[config.mk]
export PLATFORM = sky130hd
export DESIGN_NAME = lcd_bus_sequencer_flat
export DESIGN_NICKNAME = d
export VERILOG_FILES = /design/src/rtl/lcd_bus_sequencer_if.sv /design/src/rtl/lcd_bus_sequencer.sv /design/src/flat_wrapper.sv
export SDC_FILE = /design/constraint.sdc
export NUM_CORES = 1
export LEC_CHECK = 0
export ABC_CLOCK_PERIOD_IN_PS = 2300
export CELL_PAD_IN_SITES_DETAIL_PLACEMENT = 1
export CELL_PAD_IN_SITES_GLOBAL_PLACEMENT = 1
export CORE_MARGIN = 8
export CORE_UTILIZATION = 33
export CTS_CLUSTER_SIZE = 20
export DETAILED_ROUTE_END_ITERATION = 10
export PLACE_DENSITY_LB_ADDON = 0.08
export SETUP_SLACK_MARGIN = 0.2
export SYNTH_ARGS = -nofsm -noshare
export SYNTH_HDL_FRONTEND = slang
export SYNTH_SLANG_ARGS = --single-unit
[constraint.sdc]
create_clock -name i_clk -period 2.3 [get_ports i_clk]
set_input_delay 0.23 -clock i_clk [delete_from_list [all_inputs] [get_ports i_clk]]
set_output_delay 0.23 -clock i_clk [all_outputs]
set_load 0.03 [all_outputs]
[src/rtl/lcd_bus_sequencer_if.sv]
// Signal bundle between the LCD output register / input-buffer side and the HD44780-style bus
// sequencer. The slave modport is the sequencer's view.
interface lcd_bus_sequencer_if;
  logic [31:0] i_io_lcd;
  logic [7:0]  i_lcd_data;
  logic        o_lcd_on;
  logic        o_lcd_rs;
  logic        o_lcd_rw;
  logic        o_lcd_en;
  logic [7:0]  o_lcd_data;
  logic        o_lcd_data_oe;
  logic [7:0]  o_rd_data;
  logic        o_busy;
  logic        o_done;
  logic        o_overrun;

  modport slave (
    input  i_io_lcd, i_lcd_data,
    output o_lcd_on, o_lcd_rs, o_lcd_rw, o_lcd_en, o_lcd_data, o_lcd_data_oe,
           o_rd_data, o_busy, o_done, o_overrun
  );

  modport master (
    output i_io_lcd, i_lcd_data,
    input  o_lcd_on, o_lcd_rs, o_lcd_rw, o_lcd_en, o_lcd_data, o_lcd_data_oe,
           o_rd_data, o_busy, o_done, o_overrun
  );
endinterface

[src/rtl/lcd_bus_sequencer.sv]
// Turns writes to the LCD register into timed HD44780 bus cycles with a one-deep pending slot.
// Define LCD_BUSY_POLL_EN to replace the fixed execution wait with a busy-flag poll loop.
module lcd_bus_sequencer #(
  parameter int unsigned T_SETUP_CYC = 4,
  parameter int unsigned T_PW_CYC    = 25,
  parameter int unsigned T_HOLD_CYC  = 2,
  parameter int unsigned T_EXEC_CYC  = 2500,
  parameter int unsigned T_CLR_CYC   = 82000
) (
  input  logic              i_clk,
  input  logic              i_rst,
  lcd_bus_sequencer_if.slave bus
);

  localparam int unsigned CntW = $clog2(T_CLR_CYC + 1);
  localparam logic [CntW-1:0] LdSetup = CntW'(T_SETUP_CYC - 1);
  localparam logic [CntW-1:0] LdPw    = CntW'(T_PW_CYC - 1);
  localparam logic [CntW-1:0] LdHold  = CntW'(T_HOLD_CYC - 1);
  localparam logic [CntW-1:0] LdExec  = CntW'(T_EXEC_CYC - 1);
  localparam logic [CntW-1:0] LdClr   = CntW'(T_CLR_CYC - 1);

  typedef enum logic [2:0] {StIdle, StSetup, StPulse, StHold, StWait, StDone} state_e;

  state_e          state_q, state_d;
  logic [CntW-1:0] cnt_q, cnt_d;
  logic            start_q, on_q;
  logic            rs_q, rs_d, rw_q, rw_d;
  logic [7:0]      data_q, data_d, rd_data_q, rd_data_d;
  logic            pend_vld_q, pend_vld_d;
  logic [9:0]      pend_q, pend_d;
  logic            overrun_q, overrun_d;
  logic            req, last;
`ifdef LCD_BUSY_POLL_EN
  logic            poll_q, poll_d, db7_q, db7_d;
  logic [CntW-1:0] tmo_q, tmo_d;
`else
  logic            is_clr;
`endif
  logic            unused_io;

  assign unused_io = ^bus.i_io_lcd[30:11];
  assign req       = bus.i_io_lcd[10] & ~start_q;
  assign last      = (cnt_q == '0);
`ifndef LCD_BUSY_POLL_EN
  assign is_clr    = ~rs_q & ~rw_q & (data_q == 8'h01 || data_q == 8'h02 || data_q == 8'h03);
`endif

  always_comb begin
    state_d    = state_q;
    cnt_d      = last ? cnt_q : cnt_q - 1'b1;
    rs_d       = rs_q;
    rw_d       = rw_q;
    data_d     = data_q;
    rd_data_d  = rd_data_q;
    pend_vld_d = pend_vld_q;
    pend_d     = pend_q;
    overrun_d  = overrun_q;
`ifdef LCD_BUSY_POLL_EN
    poll_d     = poll_q;
    db7_d      = db7_q;
    tmo_d      = tmo_q;
`endif

    unique case (state_q)
      StIdle: begin
        if (pend_vld_q) begin
          {rs_d, rw_d, data_d} = pend_q;
          pend_vld_d           = 1'b0;
          state_d              = StSetup;
        end else if (req) begin
          {rs_d, rw_d, data_d} = bus.i_io_lcd[9:0];
          state_d              = StSetup;
        end
      end
      StSetup: if (last) state_d = StPulse;
      StPulse: begin
        if (last) begin
          state_d = StHold;
`ifdef LCD_BUSY_POLL_EN
          if (poll_q)    db7_d     = bus.i_lcd_data[7];
          else if (rw_q) rd_data_d = bus.i_lcd_data;
`else
          if (rw_q) rd_data_d = bus.i_lcd_data;
`endif
        end
      end
      StHold: begin
        if (last) begin
`ifdef LCD_BUSY_POLL_EN
          if (poll_q) begin
            if (!db7_q) begin
              state_d = StDone;
              poll_d  = 1'b0;
            end else begin
              state_d = StSetup;
            end
          end else if (!rs_q && rw_q) begin
            state_d = StDone;
          end else begin
            // Start the poll loop as an internal busy-flag read.
            poll_d  = 1'b1;
            rs_d    = 1'b0;
            rw_d    = 1'b1;
            tmo_d   = LdClr;
            state_d = StSetup;
          end
`else
          state_d = (!rs_q && rw_q) ? StDone : StWait;
`endif
        end
      end
      StWait: if (last) state_d = StDone;
      StDone: begin
        if (pend_vld_q) begin
          {rs_d, rw_d, data_d} = pend_q;
          pend_vld_d           = 1'b0;
          state_d              = StSetup;
        end else begin
          state_d = StIdle;
        end
      end
      default: state_d = StIdle;
    endcase

`ifdef LCD_BUSY_POLL_EN
    if (poll_q) begin
      if (tmo_q == '0) begin
        state_d = StDone;
        poll_d  = 1'b0;
      end else begin
        tmo_d = tmo_q - 1'b1;
      end
    end
`endif

    // A request not consumed directly from IDLE goes to the slot, which frees up in IDLE/DONE.
    if (req && !(state_q == StIdle && !pend_vld_q)) begin
      if (!pend_vld_q || state_q == StIdle || state_q == StDone) begin
        pend_d     = bus.i_io_lcd[9:0];
        pend_vld_d = 1'b1;
      end else begin
        overrun_d = 1'b1;
      end
    end

    if (state_d != state_q) begin
      unique case (state_d)
        StSetup: cnt_d = LdSetup;
        StPulse: cnt_d = LdPw;
        StHold:  cnt_d = LdHold;
`ifdef LCD_BUSY_POLL_EN
        StWait:  cnt_d = LdExec;
`else
        StWait:  cnt_d = is_clr ? LdClr : LdExec;
`endif
        default: cnt_d = '0;
      endcase
    end
  end

  always_ff @(posedge i_clk) begin
    if (i_rst) begin
      state_q    <= StIdle;
      cnt_q      <= '0;
      start_q    <= 1'b0;
      on_q       <= 1'b0;
      rs_q       <= 1'b0;
      rw_q       <= 1'b0;
      data_q     <= '0;
      rd_data_q  <= '0;
      pend_vld_q <= 1'b0;
      pend_q     <= '0;
      overrun_q  <= 1'b0;
`ifdef LCD_BUSY_POLL_EN
      poll_q     <= 1'b0;
      db7_q      <= 1'b0;
      tmo_q      <= '0;
`endif
    end else begin
      state_q    <= state_d;
      cnt_q      <= cnt_d;
      start_q    <= bus.i_io_lcd[10];
      on_q       <= bus.i_io_lcd[31];
      rs_q       <= rs_d;
      rw_q       <= rw_d;
      data_q     <= data_d;
      rd_data_q  <= rd_data_d;
      pend_vld_q <= pend_vld_d;
      pend_q     <= pend_d;
      overrun_q  <= overrun_d;
`ifdef LCD_BUSY_POLL_EN
      poll_q     <= poll_d;
      db7_q      <= db7_d;
      tmo_q      <= tmo_d;
`endif
    end
  end

  assign bus.o_lcd_on      = on_q;
  assign bus.o_lcd_rs      = rs_q;
  assign bus.o_lcd_rw      = rw_q;
  assign bus.o_lcd_en      = (state_q == StPulse);
  assign bus.o_lcd_data    = data_q;
  assign bus.o_lcd_data_oe = ~rw_q &
                             (state_q == StSetup || state_q == StPulse || state_q == StHold);
  assign bus.o_rd_data     = rd_data_q;
  assign bus.o_busy        = (state_q != StIdle) | pend_vld_q;
  assign bus.o_done        = (state_q == StDone);
  assign bus.o_overrun     = overrun_q;

endmodule

[src/flat_wrapper.sv]
// flat-port wrapper written by rule: the top's interface ports become plain ports
module lcd_bus_sequencer_flat 
#(
  parameter int unsigned T_SETUP_CYC = 4,
  parameter int unsigned T_PW_CYC    = 25,
  parameter int unsigned T_HOLD_CYC  = 2,
  parameter int unsigned T_EXEC_CYC  = 2500,
  parameter int unsigned T_CLR_CYC   = 82000
)
  (i_clk, i_rst, bus_i_io_lcd, bus_i_lcd_data, bus_o_lcd_on, bus_o_lcd_rs, bus_o_lcd_rw, bus_o_lcd_en, bus_o_lcd_data, bus_o_lcd_data_oe, bus_o_rd_data, bus_o_busy, bus_o_done, bus_o_overrun);
  lcd_bus_sequencer_if bus_i ();
  input  logic i_clk;
  input  logic i_rst;
  input wire logic [$bits(bus_i.i_io_lcd)-1:0] bus_i_io_lcd;
  input wire logic [$bits(bus_i.i_lcd_data)-1:0] bus_i_lcd_data;
  output wire logic [$bits(bus_i.o_lcd_on)-1:0] bus_o_lcd_on;
  output wire logic [$bits(bus_i.o_lcd_rs)-1:0] bus_o_lcd_rs;
  output wire logic [$bits(bus_i.o_lcd_rw)-1:0] bus_o_lcd_rw;
  output wire logic [$bits(bus_i.o_lcd_en)-1:0] bus_o_lcd_en;
  output wire logic [$bits(bus_i.o_lcd_data)-1:0] bus_o_lcd_data;
  output wire logic [$bits(bus_i.o_lcd_data_oe)-1:0] bus_o_lcd_data_oe;
  output wire logic [$bits(bus_i.o_rd_data)-1:0] bus_o_rd_data;
  output wire logic [$bits(bus_i.o_busy)-1:0] bus_o_busy;
  output wire logic [$bits(bus_i.o_done)-1:0] bus_o_done;
  output wire logic [$bits(bus_i.o_overrun)-1:0] bus_o_overrun;
  assign bus_i.i_io_lcd = bus_i_io_lcd;
  assign bus_i.i_lcd_data = bus_i_lcd_data;
  assign bus_o_lcd_on = bus_i.o_lcd_on;
  assign bus_o_lcd_rs = bus_i.o_lcd_rs;
  assign bus_o_lcd_rw = bus_i.o_lcd_rw;
  assign bus_o_lcd_en = bus_i.o_lcd_en;
  assign bus_o_lcd_data = bus_i.o_lcd_data;
  assign bus_o_lcd_data_oe = bus_i.o_lcd_data_oe;
  assign bus_o_rd_data = bus_i.o_rd_data;
  assign bus_o_busy = bus_i.o_busy;
  assign bus_o_done = bus_i.o_done;
  assign bus_o_overrun = bus_i.o_overrun;
  lcd_bus_sequencer #(.T_SETUP_CYC(T_SETUP_CYC), .T_PW_CYC(T_PW_CYC), .T_HOLD_CYC(T_HOLD_CYC), .T_EXEC_CYC(T_EXEC_CYC), .T_CLR_CYC(T_CLR_CYC)) u_core (.i_clk(i_clk), .i_rst(i_rst), .bus(bus_i));
endmodule
==> results of run 1 <==
power by group:
part | internal [W] | switching [W]
registers | 0.00112 | 0.000191
clock network | 0.000246 | 0.000314
logic | 0.00149 | 0.00174
path summary, 6_finish.rpt:
path                                           start                    to  slack (ns)  cells after the start
worst min register to register  u_core.bus.o_overrun  u_core.bus.o_overrun        0.46                      2
worst min-delay path            u_core.bus.o_overrun  u_core.bus.o_overrun        0.46                      2
worst max register to register      u_core.cnt_q[14]       u_core.cnt_q[1]        0.18                      5
worst max-delay path                u_core.cnt_q[14]       u_core.cnt_q[1]        0.18                      5
Yosys cell counts, types with 7 or more instances:
cell / n
a211oi_1: 17
a21oi_1: 13
clkbuf_1: 13
dfxtp_1: 52
inv_1: 8
mux2i_1: 28
nand2_1: 13
nor2_1: 44
nor3_1: 9
o21ai_0: 8
xnor2_1: 7
xor2_1: 7
critical path: cells and delay by family, from the launching register on:
family / cells / cell delay (ns)
AOI/OAI and AO/OA: 3 / 0.72
DFF: 1 / 0.33
and+or+nand+nor: 2 / 0.96
cell families (layout without fill, tap and decap cells):
group	count (synthesis)	in the layout	synth area share
XOR/XNOR	14	14	0.0465
AO/OA/AOI/OAI	69	69	0.186
flip-flops	52	52	0.395
multiplexers	28	28	0.106
adder cells (fa/ha/maj)	2	2	0.00948
buffers and inverters	26	96	0.0389
AND/OR/NAND/NOR	112	112	0.218
metrics by stage:
step                      cell area [um2]  utilization  cells  power [W]
final                                3660        0.474    475    0.00510
after global routing                 3660        0.474    475    0.00548
after CTS                            3530        0.457    471    0.00483
after detailed placement             3400        0.440    462    0.00413
after global placement               3400        0.440    462    0.00409
after floorplan                      2660            -    303    0.00307
layout by cell type (no fill, tap or decap), types with 5 or more instances in the layout:
| cell type | Yosys | routed |
|---|---|---|
| nor3_1 | 9 | 9 |
| buf_4 | 0 | 33 |
| a211oi_1 | 17 | 17 |
| xor2_1 | 7 | 7 |
| nor2_1 | 44 | 42 |
| nand2_1 | 13 | 12 |
| dfxtp_1 | 52 | 46 |
| mux2i_1 | 28 | 28 |
| a21oi_1 | 13 | 9 |
| nand3_1 | 5 | 5 |
| clkbuf_8 | 0 | 6 |
| xnor2_1 | 7 | 7 |
| dfxtp_2 | 0 | 5 |
| o21bai_1 | 5 | 5 |
| clkdlybuf4s50_1 | 0 | 41 |
| inv_1 | 8 | 8 |
| o21ai_0 | 8 | 7 |
registers in the layout (all words and copies together), names as in the netlist:
register	count
u_core.cnt_q	17
u_core.pend_q	10
u_core.bus.o_lcd_data	8
u_core.bus.o_rd_data	8
u_core.state_q	3
u_core.bus.o_lcd_on	1
u_core.bus.o_lcd_rs	1
u_core.bus.o_lcd_rw	1
u_core.bus.o_overrun	1
u_core.pend_vld_q	1
u_core.start_q	1
metal layers:
metal	wire length [um]	global-route usage	vias up	part of all wire
met5	0	0	-	0
met4	29	0.0275	0	0.0036
met3	269	0.0298	2	0.033
met2	3880	0.254	37	0.48
met1	3940	0.183	1238	0.49
li1	-	-	1232	-
repair_timing:
action / in CTS / in global routing
setup endpoints to repair: 30 / 34
hold endpoints to repair: 0 / 0
setup buffers: 1 / 4
pin swaps: 7 / 11
gates resized for setup: 14 / 27
layout make-up:
type                       count  area (um2)
fill                         878        4070
multi-input combinational    225        1640
sequential                    52        1050
tap                          102         128
inverter                       8        30.0
clock buffer                   7        86.3
timing repair buffer          80         721
clock inverter                 1        7.51
==> reports/metrics.csv, run 1 <==
metric,value,unit
synthesis.nets,347,
grt_remaining_overflow,0,
grt_setup_unrepaired,yes,
synth_cell_types,50,
h-tree-depth,2,
postSynthAreaPerCell,8.71,um2
grt_antenna_before_repair,0,
cp_data_arrival_time,2.32,ns
ys_async_sr_fraction,0,
clock_sinks,52,
ys_ff_latch,52,
core,0.00773,mm2
tightest_slew,0.435,ns
drt-total-wl,8130,um
p_per_area,1390,mW/mm2
drt_first_pass_iters,4,
start_util,0.341,
finalMaxSlewViolations,0,
cts_hold_buffers,0,
period_minus_slack,2.12,ns
setup_viol,0,
crit_required,2.51,ns
ys.flop_type,dfxtp_1,
cts_inserted_buffers,5,
die_area,0.0111,mm2
synth_cells,303,
max_cap_violations,0,
gr-usage-all-layers,0.146,
critPathLaunchType,flop,
path_class,flop to flop,
post_drt_wl_per_cell,17.1,um
area_growth_syn_to_layout,38.7,%
max-vdd-ir-drop,419,uV
clock-root-buffer,clkbuf_8,
yosys.area.top_type,dfxtp_1,
antenna_cells,0,
insertion_delay,0.30,ns
crit_path_end_kind,flop,
dp_slack,-0.107,ns
die_w,105,um
yosysSeqAreaShare,0.394,
rows,32,
grt_pass1_wl,13500,um
cts_tree,built,
crit_chain,or4_4 > or3b_4 > o211a_1 > o31a_1 > a2111oi_2,
period_share,0.921,
synth_top_area_share,0.394,
syn_area,0.00264,mm2
place.port_buffers,45,
gp_congestion,0.791,
grt_max_degree,29,
yosys-top-cells-area,"dfxtp_1, mux2i_1, nor2_1, a211oi_1, a21oi_1",
hold_violations,0,
clock.fmax,0.472,GHz
fin_nets,416,
p_leak,1.58,nW
finalHoldWorstSlack,0.462,ns
drive_above_1_share,0.217,
vias,2509,
die_y,105,um
synth_edf_count,0,
min_path_type,flop to flop,
via_per_inst,5.28,
path_clk_slew,0.10,ns
ant_nets,0,
dp_hpwl,6030,um
worstPathMaxFanout,3,
run_status,finished clean,
pin_count,66,
worst_path_max_delay_cell,or4_4,
drtIter0Drc,85,
clock_path_buffers,2,
skew,0.00940,ns
slew_headroom,0.709,
fin_ws,0.182,ns
drc,0,
slowest_delay,0.56,ns
grt_pass1_vias,2715,
setup-tns-final,0,ns
yosys_warnings,0,
Note: power is estimated with default switching activity, not from simulation.
==> run 2, diff against run 1 <==
- CORE_MARGIN: 8 -> 2
- GPL_TIMING_DRIVEN: default -> 1
- MAX_ROUTING_LAYER: default -> met4
==> reports/metrics.csv, run 2 (synthesis gave the netlist of run 1 again) <==
metric,value,unit,change
vias,2510,,+0.040%
grt_remaining_overflow,0,,unchanged
slew_headroom,0.710,,+0.00102
final_common_cell,dfxtp_1,,
fin_ws,0.156,ns,-0.0263 ns
clock_power_share,0.112,,+0.002
fin_nets,411,,-1.2%
cts_hold_buffers,0,,unchanged
post_drt_wl_per_cell,16.5,um,-3.4%
drt-total-wl,7770,um,-4.4%
place_area,0.00337,mm2,-0.66%
cp_data_arrival_time,2.36,ns,+0.04 ns
path_class,flop to flop,,
grt_setup_unrepaired,yes,,
max_cap_violations,0,,unchanged
rows,32,,unchanged
pin_count,66,,unchanged
dp_hpwl,5620,um,-6.9%
use_met3,0.0314,,+0.00158
clock_sinks,52,,unchanged
worstPathMaxFanout,3,,unchanged
clock-root-buffer,clkbuf_8,,
min_path_type,flop to flop,,
die_w,93.4,um,-11%
h-tree-depth,2,,unchanged
tightest_slew,0.431,ns,-0.00396 ns
power_frac_seq,0.260,,+0.004
layout_common_cells,"dfxtp_1, nor2_1, clkdlybuf4s50_1",,
path_clk_slew,0.10,ns,about the same
cts_inserted_buffers,5,,unchanged
run_status,finished clean,,
grt_pass1_wl,12700,um,-5.7%
die_y,93.4,um,-11%
largest_reg_flops,17,,unchanged
grt_antenna_before_repair,0,,unchanged
drive_above_1_share,0.190,,-0.0269
reg_top3,"u_core.cnt_q: 17 flops, u_core.pend_q: 10 flops",,
p_leak,1.56,nW,-1.8%
insertion_delay,0.31,ns,about the same
core,0.00773,mm2,unchanged
drtIter0Drc,75,,-12%
met2_usage,0.302,,+0.0475
grt.met1_usage,0.252,,+0.0689
p_int,0.00271,W,-4.9%
antenna_cells,0,,unchanged
grt_pass1_vias,2532,,-6.7%
finalHoldWorstSlack,0.475,ns,+0.0121 ns
setup_viol,0,,unchanged
place.port_buffers,45,,unchanged
area_growth_syn_to_layout,35.7,%,
via_per_inst,5.34,,+1.1%
p_comb_frac,0.628,,-0.006
critPathLaunchType,flop,,
skew,0.00903,ns,-0.000368 ns
dp_slack,-0.0625,ns,+0.0445 ns
drt_first_pass_iters,4,,unchanged
die_area,0.00873,mm2,-21%
clock.fmax,0.466,GHz,-1.2%
start_util,0.341,,unchanged
clock_path_buffers,2,,unchanged
gr-usage-all-layers,0.190,,+0.0431
netSwitchingFraction,0.449,,+0.00825
hold_violations,0,,unchanged
cts_tree,built,,
finalMaxSlewViolations,0,,unchanged
drc,0,,unchanged
ant_nets,0,,unchanged
final_cell_area,0.00358,mm2,-2.2%
crit_required,2.51,ns,about the same
top_register,u_core.cnt_q,,
period_share,0.932,,+0.0114
period_minus_slack,2.14,ns,+0.0263 ns
p_per_area,1370,mW/mm2,-1.4%
max-vdd-ir-drop,545,uV,+30%
crit_path_end_kind,flop,,
grt_max_degree,34,,+17%
netSwitchingPower,0.00221,W,-1.7%
gp_congestion,0.848,,+7.2%
busiest_layer,met2,,
run 2: worst max-delay path: stages (launching register included):
cell	delay, ns
dfxtp_2	0.34
or4_4	0.56
or3b_4	0.42
o211a_1	0.24
o31a_1	0.31
a2111oi_4	0.18
run 2: cell type report:
class | instances | area, um2
repair buffers | 75 | 691
clock inverters | 3 | 22.5
clock buffers | 5 | 68.8
inverters | 8 | 30.0
multi-input cells | 225 | 1590
well taps | 102 | 128
flip-flops and latches | 52 | 1050
fillers | 925 | 4150
run 2: per-layer routing:
layer | wire [um] | part of all wire
met5 | 0 | 0
met3 | 198 | 0.025
met2 | 3800 | 0.49
met4 | 80 | 0.010
met1 | 3690 | 0.47
run 2: power groups by stage:
stage	registers (W)	logic [W]	clock network (W)
2_1_floorplan	0.00135	0.00172	0
3_3_place_gp	0.00129	0.00272	0
3_5_place_dp	0.00130	0.00275	0
4_1_cts	0.00128	0.00294	0.000581
5_1_grt	0.00131	0.00336	0.000606
6_report	0.00128	0.00309	0.000550
run 2: final timing paths:
kind | slack [ns] | start | cells after the start | to
worst max-delay path | 0.16 | u_core.cnt_q[11] | 5 | u_core.cnt_q[1]
worst max register to register | 0.16 | u_core.cnt_q[11] | 5 | u_core.cnt_q[1]
worst min register to register | 0.47 | u_core.cnt_q[10] | 2 | u_core.cnt_q[10]
worst min-delay path | 0.47 | u_core.cnt_q[10] | 2 | u_core.cnt_q[10]
run 2: what timing repair did:
action | 4_1_cts | 5_1_grt
setup endpoints to repair | 27 | 37
buffers inserted | 3 | 0
resized for setup | 17 | 13
pin swaps | 5 | 10
run 2: per-stage QoR:
stage | instances | TNS [ns] | utilization | power, W
3_3_place_gp | 459 | -0.0813 | 0.437 | 0.00402
5_1_grt | 470 | 0 | 0.463 | 0.00527
6_report | 470 | 0 | 0.463 | 0.00492
3_5_place_dp | 459 | -0.186 | 0.437 | 0.00405
4_1_cts | 470 | 0 | 0.456 | 0.00481
2_1_floorplan | 303 | 0 | - | 0.00307
==> run 3, diff against run 2 <==
- CORE_MARGIN: 2 -> default
- MAX_ROUTING_LAYER: met4 -> default
==> reports/metrics.csv, run 3 (synthesis gave the netlist of run 1 again) <==
metric,value,unit,change
netSwitchingFraction,0.438,,-0.0107
netSwitchingPower,0.00216,W,-2.2%
layout_common_cells,"dfxtp_1, nor2_1, clkdlybuf4s50_1",,
wl_met1,3590,um,-2.6%
clock_path_buffers,2,,unchanged
final_common_cell,dfxtp_1,,
cp_data_arrival_time,2.35,ns,about the same
pin_count,66,,unchanged
p_int,0.00277,W,+2.2%
reg2reg_slack,0.17,ns,about the same
wl_met2,3590,um,-5.7%
reg_top3,"u_core.cnt_q: 17 flops, u_core.pend_q: 10 flops",,
cts_tree,built,,
skew,0.00868,ns,-0.000345 ns
post_drt_wl_per_cell,15.8,um,-4.1%
grt_setup_unrepaired,yes,,
path_clk_slew,0.11,ns,about the same
dp_hpwl,5500,um,-2.0%
clock.fmax,0.469,GHz,+0.61%
clock_power_share,0.114,,+0.002
r2r-start,u_core.state_q[0],,
run_status,finished clean,,
tightest_slew,0.416,ns,-0.0154 ns
gp_congestion,0.778,,-8.2%
slew_headroom,0.719,,+0.00871
place.port_buffers,45,,unchanged
hold_violations,0,,unchanged
die_w,91.4,um,-2.1%
area_growth_syn_to_layout,34.9,%,
clock_sinks,52,,unchanged
finalMaxSlewViolations,0,,unchanged
drt_first_pass_iters,4,,unchanged
grt_pass1_vias,2531,,-0.039%
grt_antenna_before_repair,0,,unchanged
rows,32,,unchanged
fin_util,0.461,,-0.00243
cts_inserted_buffers,5,,unchanged
crit_chain,or4b_2 > o22ai_4 > buf_4 > nand2_1 > a21o_1 > a2111oi_2,,
p_comb_frac,0.624,,-0.004
start_util,0.341,,unchanged
max_cap_violations,0,,unchanged
crit_path_end_kind,flop,,
via_per_inst,5.24,,-1.9%
grt_pass1_wl,12500,um,-1.9%
worstHoldStart,bus_i_io_lcd[31],,
cp-startpoint,u_core.state_q[0],,
reg2reg_to,u_core.cnt_q[0],,
path_class,flop to flop,,
hold_end,u_core.bus.o_lcd_on,,
die_area,0.00836,mm2,-4.2%
drive_above_1_share,0.183,,-0.00742
p_per_area,1390,mW/mm2,+0.73%
top_layer_used,met4,,
gr-usage-all-layers,0.187,,-0.00217
ff2ff_path_depth,6,,+1
period_minus_slack,2.13,ns,-0.0131 ns
worstPathMaxFanout,4,,+1
setup_viol,0,,unchanged
h-tree-depth,2,,unchanged
dr_wl_met3,288,um,+45%
worst_path_max_delay_cell,or4b_2,,
final_cell_area,0.00356,mm2,-0.52%
grt_max_degree,28,,-18%
slowest_delay,0.73,ns,+0.17 ns
top_register,u_core.cnt_q,,
ant_nets,0,,unchanged
place_area,0.00337,mm2,unchanged
drtIter0Drc,83,,+11%
fin_total_pwr,0.00493,W,+0.21%
p_leak,1.57,nW,+0.63%
hold_path_depth,2,,unchanged
antenna_cells,0,,unchanged
max-vdd-ir-drop,540,uV,-0.99%
insertion_delay,0.32,ns,about the same
crit_required,2.52,ns,about the same
fin_nets,415,,+0.97%
core,0.00773,mm2,unchanged
clock-root-buffer,clkbuf_8,,
cts_hold_buffers,0,,unchanged
drc,0,,unchanged
vias,2484,,-1.0%
drt-total-wl,7510,um,-3.3%
min_path_type,input pin to flop,,
die_y,91.4,um,-2.1%
period_share,0.927,,-0.00568
power_frac_seq,0.262,,+0.002
critPathLaunchType,flop,,
grt_remaining_overflow,0,,unchanged
largest_reg_flops,17,,unchanged
-- run 3: changes by cell type in the layout (fill, tap and decap cells not counted), moves of 2 or more --
cell       before  now
buf_4          26   32
dfxtp_1        46   49
dfxtp_2         6    3
a2111oi_2       0    2
buf_6           3    1
-- run 3: repair_timing --
| action | 4_1_cts | 5_1_grt |
|---|---|---|
| pin swaps | 7 | 5 |
| endpoints found under the setup margin | 27 | 26 |
| gates resized for setup | 11 | 12 |
| hold endpoints to repair | 0 | 0 |
| setup buffers | 2 | 5 |
-- run 3: metal layers --
metal | vias up | GRT usage
met4 | 0 | 0.0410
met3 | 6 | 0.0327
li1 | 1233 | -
met1 | 1201 | 0.246
met2 | 44 | 0.319
met5 | - | 0
-- run 3: cell type report --
class	instances	area, um2
inverter	8	30.0
timing repair buffer	79	709
multi-input combinational	225	1560
tap	102	128
sequential	52	1040
fill	896	4170
clock inverter	3	22.5
clock buffer	5	68.8
-- run 3: per-stage QoR --
step / instances / hold slack (ns) / setup slack [ns] / setup TNS (ns)
after floorplan: 303 / 0.358 / 0.142 / 0
after global placement: 459 / 0.435 / -0.0503 / -0.480
after global routing: 474 / 0.454 / 0.132 / 0
final: 474 / 0.453 / 0.169 / 0
after CTS: 469 / 0.449 / 0.196 / 0
after detailed placement: 459 / 0.448 / -0.0652 / -0.586
-- run 3: worst max path at each step --
stage / endpoint / depth (start not counted)
after global placement: u_core.cnt_q[14] / 7
after floorplan: u_core.cnt_q[1] / 6
after global routing: u_core.cnt_q[13] / 8
final: u_core.cnt_q[0] / 6
after CTS: u_core.cnt_q[1] / 5
after detailed placement: u_core.cnt_q[16] / 7
-- run 3: power groups by stage --
stage	Combinational [W]	Clock [W]	Sequential, W
3_3_place_gp	0.00276	0	0.00130
2_1_floorplan	0.00172	0	0.00135
4_1_cts	0.00295	0.000594	0.00129
6_report	0.00308	0.000564	0.00129
5_1_grt	0.00336	0.000616	0.00132
3_5_place_dp	0.00279	0	0.00130
-- run 3: critical path: cells and delay by family, from the launching register on --
kind | cells | cell delay, ns
compound gates | 3 | 0.75
simple gates | 2 | 0.77
flops | 1 | 0.34
buf+inv | 1 | 0.16
==> variant 1: new RTL, config.mk and constraints of run 2 <==
`T_CLR_CYC` is set to 82000 in 2 places; all go to 164000.
--- a/src/rtl/lcd_bus_sequencer.sv
+++ b/src/rtl/lcd_bus_sequencer.sv
@@ -6,5 +6,5 @@
   parameter int unsigned T_HOLD_CYC  = 2,
   parameter int unsigned T_EXEC_CYC  = 2500,
-  parameter int unsigned T_CLR_CYC   = 82000
+  parameter int unsigned T_CLR_CYC   = 164000
 ) (
   input  logic              i_clk,
--- a/src/flat_wrapper.sv
+++ b/src/flat_wrapper.sv
@@ -6,5 +6,5 @@
   parameter int unsigned T_HOLD_CYC  = 2,
   parameter int unsigned T_EXEC_CYC  = 2500,
-  parameter int unsigned T_CLR_CYC   = 82000
+  parameter int unsigned T_CLR_CYC   = 164000
 )
   (i_clk, i_rst, bus_i_io_lcd, bus_i_lcd_data, bus_o_lcd_on, bus_o_lcd_rs, bus_o_lcd_rw, bus_o_lcd_en, bus_o_lcd_data, bus_o_lcd_data_oe, bus_o_rd_data, bus_o_busy, bus_o_done, bus_o_overrun);
Formal check against the unedited RTL: no difference found for any inputs over 10 cycles, from zero or initial values and one cycle with i_rst high; that may be too few to reach the edited logic, so the function may still have changed.
==> variant 1 against run 2 <==
The run now ends with negative setup slack left; setup slack worse by 0.20 ns; sequential share of layout area up 0.79 points; synthesized cell count down 7.3%; routed wire length down 14%; total power up 1.4%; utilization increased by 2.2 points; design area decreased by 1.1%; via count down 10%; synthesized area decreased by 5.2%; maximum frequency is 8.6% lower; sequential cell count is 1 higher; clock skew is 0.0032 ns higher; cell count shrank 3.0%; critical endpoint is now u_core.state_q[0].
==> variant 1: results (changes against run 2) <==
status finished, violations left; violated checks negative setup slack; worst vdd ir 509 uV (-6.7%); sequential fraction of the synthesis area 42.4% (+3.0 points); Post-Syn Nets 324 (-6.6%); # port buffers 45 (unchanged); path category of the worst min-delay check in -> reg; fraction of the mapped netlist area in compound gates 10.7% (-8.0 points); CTS tree yes; Synth cell types 43 (-14%); CP arrival 2.58 ns (+0.22 ns); CTS Root Cell clkbuf_8; clock-pin slew on the worst setup and hold paths 0.11 ns; drt total wl 6690 um (-14%); post-DP HPWL 4850 um (-14%); 1st-iter DRT viols 63 (-16%); Synth top area share 42.4% (+3.0 points); Leak Pwr 1.53 nW (-1.9%); biggest regs u_core.cnt_q (18), u_core.pend_q (10); proportion of synthesized area in mux cells 11.2% (+0.58 points); final setup fails 2 (+2); layout cells sized above 1 24.4% (+5.3 points); vias in the first global route 2325 (-8.2%); clock latency on the worst-skew pair 0.30 ns; top cells by count, synth 53 x dfxtp_1, 47 x nor2_1, 28 x mux2i_1, 15 x a21oi_1, 15 x nor3_1; post-synthesis adder-cell area fraction 0.900% (-0.048 points); pin count of the biggest net entering global routing 24 (-29%); global-route wire length before repair 11300 um (-11%); Antenna diodes 0 (unchanged); Async SR Flop Fraction 0% (unchanged); main area contributors after synthesis dfxtp_1 42%, mux2i_1 11%, nor2_1 7.1%, xor2_1 3.9%, a211oi_1 3.0%; post-detailed-route via-to-cell ratio 4.93 (-7.6%); GRT Overall Usage 17.1% (-1.8 points); ys flop type dfxtp_1; initial antenna violation count 0 (unchanged); Rel. slew slack 68.9% (-2.1 points); worst setup margin -0.0466 ns (-0.202 ns); CP Max Fanout 5 (+2); cts bufs inserted 5 (unchanged); Layout Skew 0.0122 ns (+0.00322 ns); Clock Path Buffers 2 (unchanged); H-tree depth 2 (unchanged); GP Congestion 0.759 (-11%); nets 399 (-2.9%); Ys Warns 0 (unchanged); 1st-pass router iterations 4 (unchanged); Synth Area in XOR/XNOR 5.60% (+0.96 points)
[variant 1: cell count changes in the layout (fill, tap and decap cells not counted), moves of 6 or more]
cell / change
buf_4: +8
inv_1: -7
a211oi_1: -6
nor3_1: +6
[variant 1: path summary, 6_finish.rpt]
| check | from | to | slack [ns] | cells past startpoint |
|---|---|---|---|---|
| setup / recovery | u_core.cnt_q[0] | u_core.state_q[0] | -0.05 | 9 |
| hold / removal | bus_i_io_lcd[31] | u_core.bus.o_lcd_on | 0.48 | 2 |
| setup reg to reg | u_core.cnt_q[0] | u_core.state_q[0] | -0.05 | 9 |
| hold reg to reg | u_core.bus.o_overrun | u_core.bus.o_overrun | 0.49 | 2 |
[variant 1: cell families after synthesis]
family	count (synthesis)
fa+ha+maj	2
flops	53
buf+inv	21
mux	28
xor+xnor	16
compound gates	41
simple gates	120
[variant 1: layout make-up]
| cell class | instances | area [um2] |
|---|---|---|
| Clock buffer | 7 | 86.3 |
| Clock inverter | 1 | 30.0 |
| Fill cell | 868 | 3750 |
| Inverter | 3 | 11.3 |
| Multi-Input combinational cell | 207 | 1450 |
| Sequential cell | 53 | 1060 |
| Tap cell | 99 | 124 |
| Timing Repair Buffer | 86 | 777 |
[variant 1: timing repair]
item / CTS / global route
gates cloned: 0 / 1
pin swaps: 19 / 13
gates resized for setup: 11 / 22
endpoints found under the setup margin: 33 / 32
endpoints found under the hold margin: 0 / 0
setup buffers: 5 / 2
[variant 1: worst max-delay path: stages, from the launching register on]
cell and delay, ns:
dfxtp_2 0.34, inv_2 0.07, ha_4 0.13, or3b_4 0.38, or3_4 0.41, nor4_4 0.25
buf_6 0.19, nor2_1 0.04, or3_1 0.36, a21oi_2 0.12
[variant 1: report_power, final]
part	leakage, nW	switching (mW)	internal (mW)
combinational	1.03	1.46	1.51
clock	0.0585	0.317	0.356
sequential	0.434	0.201	1.15
[variant 1: routing by layer]
metal	global-route usage [%]	wire length (um)
met1	21.5	3140
met2	29.0	3300
met3	3.15	193
met4	3.41	53
met5	-	0
[variant 1: per-stage QoR]
step / setup WS [ns] / cells / power, mW / area, um2 / TNS [ns]
final: -0.0466 / 456 / 4.99 / 3540 / -0.0467
after global routing: -0.127 / 456 / 5.40 / 3540 / -2.40
after CTS: 0.0171 / 453 / 4.81 / 3440 / 0
after detailed placement: -0.0344 / 440 / 4.00 / 3270 / -0.233
after global placement: -0.0344 / 440 / 3.95 / 3270 / -0.200
after floorplan: 0.0736 / 281 / 3.09 / 2520 / 0
==> variant 2: new RTL, flow settings as in run 2 <==
Made on the original files. Encoding of `state_e`: now one-hot (6 bits for 6 states).
--- a/src/rtl/lcd_bus_sequencer.sv
+++ b/src/rtl/lcd_bus_sequencer.sv
@@ -20,5 +20,5 @@
   localparam logic [CntW-1:0] LdClr   = CntW'(T_CLR_CYC - 1);
 
-  typedef enum logic [2:0] {StIdle, StSetup, StPulse, StHold, StWait, StDone} state_e;
+  typedef enum logic [5:0] {StIdle = 6'b000001, StSetup = 6'b000010, StPulse = 6'b000100, StHold = 6'b001000, StWait = 6'b010000, StDone = 6'b100000} state_e;
 
   state_e          state_q, state_d;
Formal check against the unedited RTL: no difference found for any inputs over 10 cycles, from zero or initial values and one cycle with i_rst high; not proved beyond that.
==> variant 2 against run 2 <==
Routed wire length up 8.2%; design area up 16%; sequential cell count up 3; largest cell class unchanged; synthesized area up 8.2%; setup slack worse by 0.16 ns; total power up 14%; combinational power up 17%; sequential power up 5%; the flow now finishes with violations (negative setup slack); highest routed layer unchanged.
==> variant 2: results (changes against run 2) <==
status finished, violations left; violated checks negative setup slack; CP arrival 2.49 ns (+0.13 ns); Slew @ Worst Pin 0.447 ns (+0.0155 ns); GP Congestion 0.774 (-8.8%); post-DP HPWL 5950 um (+5.9%); fraction of the mapped netlist area in compound gates 16.6% (-2.0 points); top cells by count, synth 55 x dfxtp_1, 42 x nor2_1, 28 x mux2i_1, 14 x a211oi_1, 13 x clkbuf_1; met1 GRT Util 24.5% (-0.76 points); cts repair resizes 54 (+37); TNS Setup -0.0201 ns (-0.0201 ns); Post-Syn Nets 357 (+2.9%); path category of the worst min-delay check in -> reg; post-synthesis adder-cell area fraction 0.877% (-0.072 points); R2R depth 8 (+3); main area contributors after synthesis dfxtp_1 39%, mux2i_1 9.8%, nor2_1 5.5%, a211oi_1 3.7%, xnor2_1 3.4%; worst setup path start u_core.state_q[3]; proportion of synthesized area in mux cells 9.82% (-0.80 points); nets 442 (+7.5%); drt total wl 8400 um (+8.2%); HP Start i_rst; CP max stage delay 0.48 ns (-0.08 ns); vias in the first global route 2756 (+8.8%); Synth Area in XOR/XNOR 5.22% (+0.57 points); M3 GR Usage 2.53% (-0.61 points); Syn Inst Count 313 (+3.3%); FILL cells 959 (+3.7%); worst setup margin -0.00762 ns (-0.163 ns); Synth cell types 53 (+6.0%); Inst Count DP 486 (+5.9%); CP Max Fanout 6 (+3); met1 WL 3940 um (+6.8%); Leak Pwr 1.76 nW (+13%); Layout Skew 0.00958 ns (+0.000549 ns); Post-CTS Setup Inserts 5 (+2); Worst Setup EP u_core.cnt_q[10]; worst vdd ir 411 uV (-25%); final setup fails 4 (+4); post-detailed-route via-to-cell ratio 5.24 (-1.8%); routing usage on met2 30.0% (-0.13 points); layout cells sized above 1 32.9% (+14 points); slowest CP cell or4b_4; 1st-iter DRT viols 53 (-29%)
[variant 2: changes by cell type in the layout (fill, tap and decap cells not counted), moves of 4 or more]
| cell | before | now |
|---|---|---|
| buf_6 | 3 | 10 |
| a211oi_1 | 16 | 11 |
| nand4_1 | 4 | 0 |
| nor3_2 | 0 | 8 |
| a21oi_1 | 11 | 7 |
| o21bai_1 | 5 | 0 |
| nor2_1 | 44 | 40 |
| xnor2_1 | 7 | 11 |
| buf_4 | 26 | 46 |
| nand2_1 | 12 | 7 |
[variant 2: where the power goes]
part	switching, mW	internal, mW	total [mW]
Sequential	0.175	1.17	1.35
Clock	0.304	0.320	0.624
Combinational	1.85	1.78	3.63
[variant 2: per-stage QoR]
step | power, mW | worst slack (ns) | area (um2)
after floorplan | 3.45 | -0.151 | 2940
after global placement | 4.35 | -0.0752 | 3740
after detailed placement | 4.41 | -0.107 | 3740
after CTS | 5.39 | -0.0291 | 4000
after global routing | 6.04 | -0.120 | 4160
final | 5.61 | -0.00762 | 4160
[variant 2: how the worst min path moves through the flow]
stage	to	slack, ns
4_1_cts	u_core.bus.o_overrun	0.33
3_3_place_gp	u_core.bus.o_overrun	0.46
6_report	u_core.state_q[3]	0.34
2_1_floorplan	u_core.bus.o_lcd_on	0.36
3_5_place_dp	u_core.bus.o_overrun	0.47
5_1_grt	u_core.state_q[3]	0.35
[variant 2: area by class of cell]
| type | instances | area (um2) | share of cell area, % |
|---|---|---|---|
| clock buffers | 6 | 72.6 | 1.75 |
| multi-input cells | 229 | 1890 | 45.5 |
| well taps | 105 | 131 | 3.16 |
| inverters | 7 | 26.3 | 0.632 |
| repair buffers | 100 | 893 | 21.5 |
| flip-flops and latches | 55 | 1110 | 26.7 |
| clock inverters | 1 | 30.0 | 0.722 |
